File: config.mk
export PLATFORM = sky130hd
export DESIGN_NAME = ex_mem_pipe_reg
export DESIGN_NICKNAME = d
export VERILOG_FILES = /design/src/rtl/ex_mem_pipe_reg.sv
export SDC_FILE = /design/constraint.sdc
export NUM_CORES = 1
export LEC_CHECK = 0
export CAP_MARGIN = 20
export CORE_MARGIN = 4
export CORE_UTILIZATION = 32
export CTS_CLUSTER_DIAMETER = 40
export DETAILED_ROUTE_END_ITERATION = 6
export HOLD_SLACK_MARGIN = 0.1
export PLACE_DENSITY_LB_ADDON = 0.1
export SLEW_MARGIN = 20
export SYNTH_ARGS = -nofsm -noshare
export SYNTH_HDL_FRONTEND = slang
export SYNTH_SLANG_ARGS = --single-unit
export TNS_END_PERCENT = 50
File: constraint.sdc
create_clock -name clk -period 1.8 [get_ports clk]
set_input_delay 0.18 -clock clk [delete_from_list [all_inputs] [get_ports clk]]
set_output_delay 0.18 -clock clk [all_outputs]
set_load 0.005 [all_outputs]
File: src/rtl/ex_mem_pipe_reg.sv
// EX/MEM pipeline register with valid/ready handshake, optional 2-entry skid buffer,
// synchronous flush and a forwarding tap for the hazard unit.
module ex_mem_pipe_reg #(
  parameter int XLEN   = 64,
  parameter int REG_AW = 5,
  parameter int SKID   = 1
) (
  input  logic              clk,
  input  logic              reset,
  input  logic              flush,
  input  logic              in_valid,
  output logic              in_ready,
  input  logic              RegWrite,
  input  logic              MemtoReg,
  input  logic              MemWrite,
  input  logic              MemRead,
  input  logic [XLEN-1:0]   AluResult,
  input  logic [XLEN-1:0]   Datain,
  input  logic [REG_AW-1:0] Rd_in,
  output logic              out_valid,
  input  logic              out_ready,
  output logic              RegWrite_Out,
  output logic              MemtoReg_Out,
  output logic              MemWrite_Out,
  output logic              MemRead_Out,
  output logic [XLEN-1:0]   AluOut,
  output logic [XLEN-1:0]   DataOut,
  output logic [REG_AW-1:0] Rd_out,
  output logic              fwd_en
);

  localparam int PW = 4 + 2 * XLEN + REG_AW;

  logic [PW-1:0]     in_pl;
  logic [PW-1:0]     main_q;
  logic [PW-1:0]     main_d;
  logic              accept;
  logic              drain;
  logic              rw_m;
  logic              mtr_m;
  logic              mw_m;
  logic              mr_m;
  logic [XLEN-1:0]   alu_m;
  logic [XLEN-1:0]   din_m;
  logic [REG_AW-1:0] rd_m;

  assign in_pl  = {RegWrite, MemtoReg, MemWrite, MemRead, AluResult, Datain, Rd_in};
  assign accept = in_valid & in_ready;
  assign drain  = out_valid & out_ready;

  generate
    if (SKID != 0) begin : g_skid
      typedef enum logic [1:0] {EMPTY, ONE, TWO} state_e;
      state_e        state_q;
      state_e        state_d;
      logic [PW-1:0] skid_q;
      logic [PW-1:0] skid_d;

      // Both handshake outputs decode the state register only, so in_ready never
      // depends combinationally on out_ready.
      assign in_ready  = (state_q != TWO);
      assign out_valid = (state_q != EMPTY);

      always_comb begin
        state_d = state_q;
        main_d  = main_q;
        skid_d  = skid_q;
        if (flush) begin
          state_d = EMPTY;
        end else begin
          case (state_q)
            EMPTY: begin
              if (accept) begin
                state_d = ONE;
                main_d  = in_pl;
              end
            end
            ONE: begin
              if (accept && !drain) begin
                state_d = TWO;
                skid_d  = in_pl;
              end else if (accept && drain) begin
                main_d = in_pl;
              end else if (drain) begin
                state_d = EMPTY;
              end
            end
            TWO: begin
              if (drain) begin
                state_d = ONE;
                main_d  = skid_q;
              end
            end
            default: state_d = EMPTY;
          endcase
        end
      end

      always_ff @(posedge clk) begin
        if (!reset) begin
          state_q <= EMPTY;
          main_q  <= '0;
          skid_q  <= '0;
        end else begin
          state_q <= state_d;
          main_q  <= main_d;
          skid_q  <= skid_d;
        end
      end
    end else begin : g_noskid
      logic valid_q;
      logic valid_d;

      assign in_ready  = !valid_q | out_ready;
      assign out_valid = valid_q;

      always_comb begin
        valid_d = valid_q;
        main_d  = main_q;
        if (flush) begin
          valid_d = 1'b0;
        end else if (accept) begin
          valid_d = 1'b1;
          main_d  = in_pl;
        end else if (drain) begin
          valid_d = 1'b0;
        end
      end

      always_ff @(posedge clk) begin
        if (!reset) begin
          valid_q <= 1'b0;
          main_q  <= '0;
        end else begin
          valid_q <= valid_d;
          main_q  <= main_d;
        end
      end
    end
  endgenerate

  assign {rw_m, mtr_m, mw_m, mr_m, alu_m, din_m, rd_m} = main_q;

  // Side-effecting controls are masked during bubbles; data fields just hold.
  assign RegWrite_Out = out_valid & rw_m;
  assign MemtoReg_Out = mtr_m;
  assign MemWrite_Out = out_valid & mw_m;
  assign MemRead_Out  = out_valid & mr_m;
  assign AluOut       = alu_m;
  assign DataOut      = din_m;
  assign Rd_out       = rd_m;
  assign fwd_en       = out_valid & rw_m & (rd_m != '0);

endmodule

==> metrics.md <==
| Metric | Value |
|---|---|
| Status | `finished with violations` |
| Failing checks | `setup timing` |
| Sequential Power Share | `0.349` |
| Final hold viol count | `0` |
| CTS clock-pin slew for the worst setup and hold paths | `0.05 ns` |
| Antenna-violating nets left | `0` |
| Pint | `14.2 mW` |
| Post-synth top area cell | `dfxtp_1` |
| Initial antenna violation count | `4` |
| TritonCTS Sinks | `276` |
| Gate Count Post-Synth | `1392` |
| Sw power | `4.14 mW` |
| Finished Core Util | `0.441` |
| Synth-to-Final Area Change | `35.2%` |
| Clock Latency Late Sink | `0.57 ns` |
| Via count of the first global-routing pass | `10400` |
| # nets final | `1672` |
| TritonCTS Buffers | `51` |
| Crit share post-route | `1.06` |
| Number of distinct library cells after synthesis | `28` |
| Die Wd | `207 um` |
| CTS tree | `yes` |
| Setup WS post-layout | `-0.113 ns` |
| Die Ht | `207 um` |
| Remaining Overflow, GRT | `0` |
| Met2 wire len | `18.0 mm` |
| Place WS | `-0.137 ns` |
| Leak | `6.94 nW` |
| Gate power share | `0.090` |
| Top layer used by detailed routing | `met5` |
| Register area share after synthesis | `0.435` |
| Syn nets | `1534` |
| Site Rows | `72` |
| Routed WL per cell | `18.7 um` |
| H-tree levels | `2` |
| Initial DRC Count | `367` |
| Switching part of the total | `0.225` |
| Required @ worst endpoint | `1.62 ns` |
| Initial core utilization | `0.327` |
| Ranking of synthesized cells by area | `dfxtp_1 43%, mux2i_1 11%, a31o_1 9.4%, nand2_1 8.2%, buf_4 8.0%` |
| Count of input and output buffers | `281` |
| Drt pass-1 iters | `5` |
| Worst-path maximum fanout | `2` |
| VDD IR max | `0.693 mV` |
| Setup Viol. Count Final | `1` |
| Unrepaired setup endpoints after global routing | `true` |
| Residual DRC count | `0` |
| Vias per cell | `4.98` |
| Power share of the clock group | `0.560` |
| Total number of vias | `10400` |
| I/O Pins | `282` |
| Crit path DAT | `1.73 ns` |
| Routability cong. | `0.756` |
| Min Tclk post-route | `1.91 ns` |
| Tightest Pin Transition | `0.792 ns` |
| Max Freq | `0.523 GHz` |
| Synth top area share | `0.435` |
| DP Wirelength | `24.9 mm` |
| Root Driver | `clkbuf_16` |
| Pwr dens | `1070 nW/um2` |
| Hold/Removal Path Class | `in -> reg` |
| GR Util All Layers | `0.175` |
| Seq cells post-synth | `276` |
| Share of cells above drive strength 1 | `0.118` |
| Core Area | `38900 um2` |
| CP endpoint kind | `output pin` |
| Crit path launch type | `flop` |
| Slew HR | `0.472` |
| Setup CP Type | `reg -> out` |
| Final Slew Violations | `0` |
| YS warnings | `0` |
| Met3 WL | `2.31 mm` |
| Final WL | `39.2 mm` |
| Overall Power | `18.4 mW` |
| First-pass GRT wire length | `61.7 mm` |
| Clock skew | `0.0183 ns` |
| CTS Buffer Depth | `3` |
| Metal-1 WL | `18.0 mm` |
| Die area | `43000 um2` |
| Largest net degree at the start of global routing | `138` |
| Synthesized area | `12700 um2` |
| Max cap viols | `0` |
| Syn_area_per_cell | `9.13 um2` |
==> flip-flops by register name (all words and copies together) (netlist names) <==
| signal | count |
|---|---|
| g_skid.skid_q | 137 |
| main_q | 137 |
| g_skid.state_q | 2 |
==> what timing repair did <==
action,4_1_cts,5_1_grt
cloned,0,1
setup endpoints to repair,6,13
resized for setup,15,8
buffers inserted,1,2
endpoints found under the hold margin,23,0
hold buffers,2,0
pin swaps,1,2
==> per-layer routing <==
layer | global-route usage | vias to the layer above
met5 | 0 | -
met1 | 0.236 | 4939
li1 | - | 5140
met3 | 0.0456 | 55
met2 | 0.279 | 272
met4 | 0.0515 | 6
==> cells in the final DEF (no fill, tap or decap), types with 4 or more instances in the layout <==
master,synthesis,routed
clkbuf_8,0,7
nor4_2,10,10
mux2i_1,137,137
buf_4,135,44
a21oi_1,138,138
buf_12,0,27
clkinvlp_4,0,4
a31o_1,137,137
clkbuf_16,0,52
dfxtp_1,276,273
nand2_1,276,276
dlygate4sd2_1,0,4
bufinv_16,0,11
clkinv_2,0,9
nor4_1,127,127
clkbuf_1,52,8
clkdlybuf4s50_1,0,273
==> synth_stat cells, drive strengths merged <==
cell,number
or4,1
a21oi,139
nor2,1
or3,1
nand2,276
a2111oi,1
nor3,2
or2,1
o22a,1
nor2b,4
buf,218
nand2b,3
inv,2
and3b,1
nor4,137
mux2i,137
a31o,137
dfxtp,276
clkbuf,52
o21a,2
==> path summary, 6_finish.rpt <==
path	startpoint	to	slack, ns	cells past startpoint
setup / recovery	main_q[3]	fwd_en	-0.11	3
hold / removal	AluResult[23]	g_skid.skid_q[92]	0.20	3
setup reg to reg	g_skid.state_q[1]	main_q[58]	0.09	8
hold reg to reg	g_skid.skid_q[62]	g_skid.skid_q[62]	0.45	2
==> worst max-delay path, stage by stage (launching register included) <==
cell	delay [ns]
dfxtp_2	0.32
or4_4	0.54
o21a_1	0.19
buf_2	0.12
==> area by class of cell <==
type,count,area (um2)
Clock inverter,29,449
Antenna cell,1,2.50
Multi-Input combinational cell,844,5390
Fill cell,3761,21700
Clock buffer,66,1400
Inverter,2,15.0
Sequential cell,276,5530
Timing Repair Buffer,355,3740
Tap cell,518,648
==> power by group through the flow <==
stage                     logic (mW)  clock network (mW)  registers, mW
final                           1.66                10.3           6.42
after global routing            1.79                10.8           6.44
after CTS                       1.68                10.5           6.42
after detailed placement        1.66                   0           6.54
after global placement          1.66                   0           6.54
after floorplan                0.902                   0           6.50
==> per-stage QoR <==
| stage | area [um2] | hold slack [ns] | cells | setup TNS (ns) |
|---|---|---|---|---|
| 5_1_grt | 17200 | 0.175 | 2091 | -0.152 |
| 6_report | 17200 | 0.195 | 2091 | -0.113 |
| 3_3_place_gp | 15200 | 0.440 | 1989 | -18.07 |
| 2_1_floorplan | 12700 | 0.265 | 1392 | 0 |
| 4_1_cts | 17100 | 0.157 | 2087 | -0.379 |
| 3_5_place_dp | 15200 | 0.446 | 1989 | -22.45 |
==> cell families (layout without fill, tap and decap cells) <==
kind of cell	after synthesis	in the layout	synth area share
other	0	1	0
flip-flops	276	276	0.435
multiplexers	137	137	0.108
AND/OR/NAND/NOR	427	427	0.161
AO/OA/AOI/OAI	280	280	0.152
buffers and inverters	272	452	0.144
No activity file was read; power rests on OpenSTA's default activity.
